$ cat config.mk
export PLATFORM = sky130hd
export DESIGN_NAME = jk_mode_register
export DESIGN_NICKNAME = d
export VERILOG_FILES = /design/src/rtl/jk_pkg.sv /design/src/rtl/jk_bit_next.sv /design/src/rtl/jk_mode_register.sv
export SDC_FILE = /design/constraint.sdc
export NUM_CORES = 1
export LEC_CHECK = 0
export BUFFER_PORTS_ARGS = -buffer_cell sky130_fd_sc_hd__buf_4
export CAP_MARGIN = 10
export CELL_PAD_IN_SITES_DETAIL_PLACEMENT = 0
export CELL_PAD_IN_SITES_GLOBAL_PLACEMENT = 1
export CORE_AREA = 2 2 80 63
export DETAILED_ROUTE_END_ITERATION = 6
export DIE_AREA = 0 0 82 65
export PLACE_DENSITY_LB_ADDON = 0.1
export SYNTH_ARGS = -nofsm -noshare
export SYNTH_HDL_FRONTEND = slang
export SYNTH_SLANG_ARGS = --single-unit
$ cat constraint.sdc
create_clock -name clk -period 4.6 [get_ports clk]
set_input_delay 0.69 -clock clk [delete_from_list [all_inputs] [get_ports clk]]
set_output_delay 0.69 -clock clk [all_outputs]
set_load 0.1 [all_outputs]
$ cat src/rtl/jk_pkg.sv
// Shared definitions for the JK mode register family: operation modes and per-bit JK codes.
package jk_pkg;

   localparam logic [1:0] MODE_JK   = 2'b00;
   localparam logic [1:0] MODE_UP   = 2'b01;
   localparam logic [1:0] MODE_DOWN = 2'b10;
   localparam logic [1:0] MODE_LOAD = 2'b11;

   // {j,k} codes for a single JK bit
   localparam logic [1:0] JK_HOLD = 2'b00;
   localparam logic [1:0] JK_RST  = 2'b01;
   localparam logic [1:0] JK_SET  = 2'b10;
   localparam logic [1:0] JK_TGL  = 2'b11;

endpackage

$ cat src/rtl/jk_bit_next.sv
// Combinational next-state of a single JK bit from its current value and its J/K inputs.
module jk_bit_next
   import jk_pkg::*;
(
   input  logic q,
   input  logic j,
   input  logic k,
   output logic q_next
);

   always_comb begin
      q_next = q;
      case ({j, k})
         JK_HOLD: q_next = q;
         JK_RST:  q_next = 1'b0;
         JK_SET:  q_next = 1'b1;
         JK_TGL:  q_next = ~q;
         default: q_next = q;
      endcase
   end

endmodule

$ cat src/rtl/jk_mode_register.sv
// Multi-bit register with per-bit JK, up-count, down-count and parallel-load modes,
// plus a combinational terminal-count flag and a registered change pulse.
module jk_mode_register
   import jk_pkg::*;
#(
   parameter int               WIDTH     = 8,
   parameter logic [WIDTH-1:0] RESET_VAL = '0
) (
   input  logic             clk,
   input  logic             clr,
   input  logic             en,
   input  logic [1:0]       mode,
   input  logic [WIDTH-1:0] j,
   input  logic [WIDTH-1:0] k,
   input  logic [WIDTH-1:0] d,
   output logic [WIDTH-1:0] q,
   output logic [WIDTH-1:0] qb,
   output logic             tc,
   output logic             changed
);

   logic [WIDTH-1:0] q_reg;
   logic [WIDTH-1:0] qb_reg;
   logic             changed_reg;
   logic [WIDTH-1:0] jk_next;
   logic [WIDTH-1:0] q_next;

   generate
      for (genvar gi = 0; gi < WIDTH; gi++) begin : g_jk_bit
         jk_bit_next u_bit (
            .q      (q_reg[gi]),
            .j      (j[gi]),
            .k      (k[gi]),
            .q_next (jk_next[gi])
         );
      end
   endgenerate

   // All four codes are enumerated, so the default arm only fires in simulation
   // when mode carries X/Z; it poisons q so the bad select is visible.
   always_comb begin
      q_next = q_reg;
      if (en) begin
         case (mode)
            MODE_JK:   q_next = jk_next;
            MODE_UP:   q_next = q_reg + 1'b1;
            MODE_DOWN: q_next = q_reg - 1'b1;
            MODE_LOAD: q_next = d;
            default:   q_next = {WIDTH{1'bx}};
         endcase
      end
   end

   always_ff @(posedge clk or negedge clr) begin
      if (!clr) begin
         q_reg       <= RESET_VAL;
         qb_reg      <= ~RESET_VAL;
         changed_reg <= 1'b0;
      end else begin
         q_reg       <= q_next;
         qb_reg      <= ~q_next;
         changed_reg <= (q_next != q_reg);
      end
   end

   assign tc = en & (((mode == MODE_UP)   & (&q_reg)) |
                     ((mode == MODE_DOWN) & ~(|q_reg)));

   assign q       = q_reg;
   assign qb      = qb_reg;
   assign changed = changed_reg;

endmodule
==> summary.txt <==
Core Util, Final: 46.4%
I/O pin cnt: 47
Post-route minimum period: 3.34 ns
Asr flop ratio synth: 100%
Post-CTS sizing: 0
Antenna viol nets, final: 0
Syn nets: 272
Crit-path cells: buf_4, inv_1, ha_1, xor2_1, ha_1, or3b_1, and4_4, a211oi_4, a21oi_2, or4_1, or4_1
Post-CTS setup buffers: 0
Status: complete, no violations
Slowest-stage cell, CP: or4_1
Vias per std cell: 5.65
Worst-margin pin slew: 0.772 ns
Clk pin slew, worst setup/hold paths: 0.07 ns
CTS Hold Bufs: 0
Total track usage: 20.7%
Post-detail-place hpwl: 3910 um
CP required: 4.72 ns
Number of flops mapped to enable cells by yosys: 0
Cell Area, Synth: 1790 um^2
HP Class: primary input to asynchronous set/reset pin
Crit Reg-Reg Startpoint: q[0]$_DFF_PN0_
Syn avg cell area: 7.57 um^2
Worst Setup SP: mode[0]
Vias: 1825
Clk sinks: 17
Post-synth top area share: 12.6%
Chip height: 65 um
Routed WL: 5230 um
Crit Path Category: primary input to flip-flop
CTS tree: built
Max_slew headroom: 48.6%
Tcrit/Tclk final: 72.7%
Grt ovf: 0
Die area: 5330 um^2
Largest net degree at the start of global routing: 26
Max Slew Vio Count: 0
Gate Count Post-Synth: 237
Synth cell types: 61
Starting Density: 38.8%
Leakage power: 0.950 nW
Syn. warnings: 0
Setup Viol. Count Final: 0
Row cnt: 22
Initial antenna violation count: 0
Fraction of layout cells with a size suffix above 1: 27.0%
Ant diodes: 0
Dominant cell type by area after synthesis: dfrtp_1
Later-pin clock latency in the skew report: 0.25 ns
Total CTS buffers: 3
R2R setup slack: 1.52 ns
RSZ-0062 raised after global routing: false
Setup TNS: 0 ns
Setup Skew: 0.00211 ns
Setup crit end kind: flip-flop
1st-pass router iterations: 4
CP Data Arrival Time: 3.47 ns
Synth area leaders: dfrtp_1, dfstp_2, nand2_1, a21oi_1, ha_1
Startpoint Class: primary input
CP Max Fanout: 6
Final hold violation count: 0
Root buf cell: clkbuf_8
Top cells by count, synth: nand2_1, a21oi_1, nor2_1, o21ai_0, clkbuf_1
Nets: 299
Routed len/inst: 16.2 um
Die X: 82 um
R2R depth: 7
Worst reg2reg endpoint: changed$_DFF_PN0_
CTS Buffer Depth: 2
Max rail drop VDD: 0.236 mV
Register area share after synthesis: 24.3%
Vias in the first global route: 1672
Slowest stage delay, CP: 0.51 ns
Achievable Freq: 299 MHz
IO buf count: 46
Main flop type after synthesis: dfrtp_1
H-tree depth: 1
Drt drc: 0
Total of max-cap violations: 0
Number of synthesized register bits: 17
Iteration-0 DRC Markers: 183
Synth-to-Final Area Change: 19.7%
Power density over the cells: 456 nW/um^2
Count leader, synth: nand2_1
GP Congestion: 0.835
First-pass GRT wire length: 8450 um
Core Area: 4620 um^2
[through the flow]
step           setup slack [ns]  std cells  instance area (um^2)  hold slack [ns]  power, mW
4_1_cts                    1.26        323                  2150            0.296      0.979
2_1_floorplan             0.760        237                  1790            0.394      0.753
6_report                   1.26        323                  2150            0.289      0.978
3_5_place_dp               1.01        319                  2100            0.566      0.866
5_1_grt                    1.14        323                  2150            0.297       1.04
3_3_place_gp               1.06        319                  2100            0.566      0.870
[worst max-delay path, delay by kind of cell]
family | cells | cell delay, ns
AOI/OAI and AO/OA | 2 | 0.38
xor gates and xnor gates | 1 | 0.15
adders and majority gates | 2 | 0.45
buffers and inverters | 2 | 0.21
and+or+nand+nor | 4 | 1.58
[layout by cell type, fill, tap and decap left out, drive strengths merged, types with 2 or more instances in the layout]
cell / instances
nand2: 24
a21boi: 3
xor2: 3
or3b: 2
inv: 13
nor2: 15
and2: 4
a211oi: 3
mux2i: 2
dfrtp: 9
a32oi: 2
dfstp: 8
o21bai: 2
o311ai: 3
nand2b: 7
nand3b: 5
nand3: 5
a211o: 3
ha: 6
o21ai: 18
nand4b: 3
a221oi: 2
nor3: 3
clkinv: 2
or4: 2
o2111ai: 2
clkbuf: 3
a21oi: 18
and3: 3
o221a: 2
buf: 49
o211ai: 4
o22ai: 4
nand4: 4
xnor2: 3
a21o: 6
[how the worst max path moves through the flow]
| stage | end | slack, ns | cells after the start |
|---|---|---|---|
| 2_1_floorplan | changed$_DFF_PN0_ | 0.76 | 12 |
| 3_3_place_gp | changed$_DFF_PN0_ | 1.06 | 11 |
| 3_5_place_dp | changed$_DFF_PN0_ | 1.01 | 11 |
| 4_1_cts | changed$_DFF_PN0_ | 1.26 | 11 |
| 5_1_grt | changed$_DFF_PN0_ | 1.14 | 11 |
| 6_report | changed$_DFF_PN0_ | 1.26 | 11 |
[power by group]
| part | switching (mW) | internal [mW] |
|---|---|---|
| combinational | 0.425 | 0.169 |
| clock | 0.0537 | 0.0601 |
| sequential | 0.0753 | 0.195 |
| total | 0.554 | 0.424 |
[metal layers]
metal | track usage [%] | wire length (um) | vias up
met5 | 0 | 0 | -
met4 | 4.17 | 55 | 0
met3 | 3.76 | 422 | 4
met2 | 30.4 | 2270 | 90
met1 | 31.2 | 2480 | 824
li1 | - | - | 907
[logic make-up (layout without fill, tap and decap cells)]
group	count (synthesis)	count (layout)	synth area share, %
DFF	17	17	24.3
muxes	2	2	1.12
adders and majority gates	6	6	4.19
xor gates and xnor gates	6	6	2.93
and+or+nand+nor	83	83	24.7
buffers and inverters	41	67	10.5
AOI/OAI and AO/OA	82	82	32.2
[layout make-up]
| cell class | instances | area (um^2) |
|---|---|---|
| inverter | 14 | 52.6 |
| sequential | 17 | 435 |
| multi-input combinational | 179 | 1170 |
| clock inverter | 1 | 5.00 |
| fill | 494 | 2480 |
| tap | 60 | 75.1 |
| timing repair buffer | 49 | 368 |
| clock buffer | 3 | 41.3 |
Power figures use the tool's default switching activity.
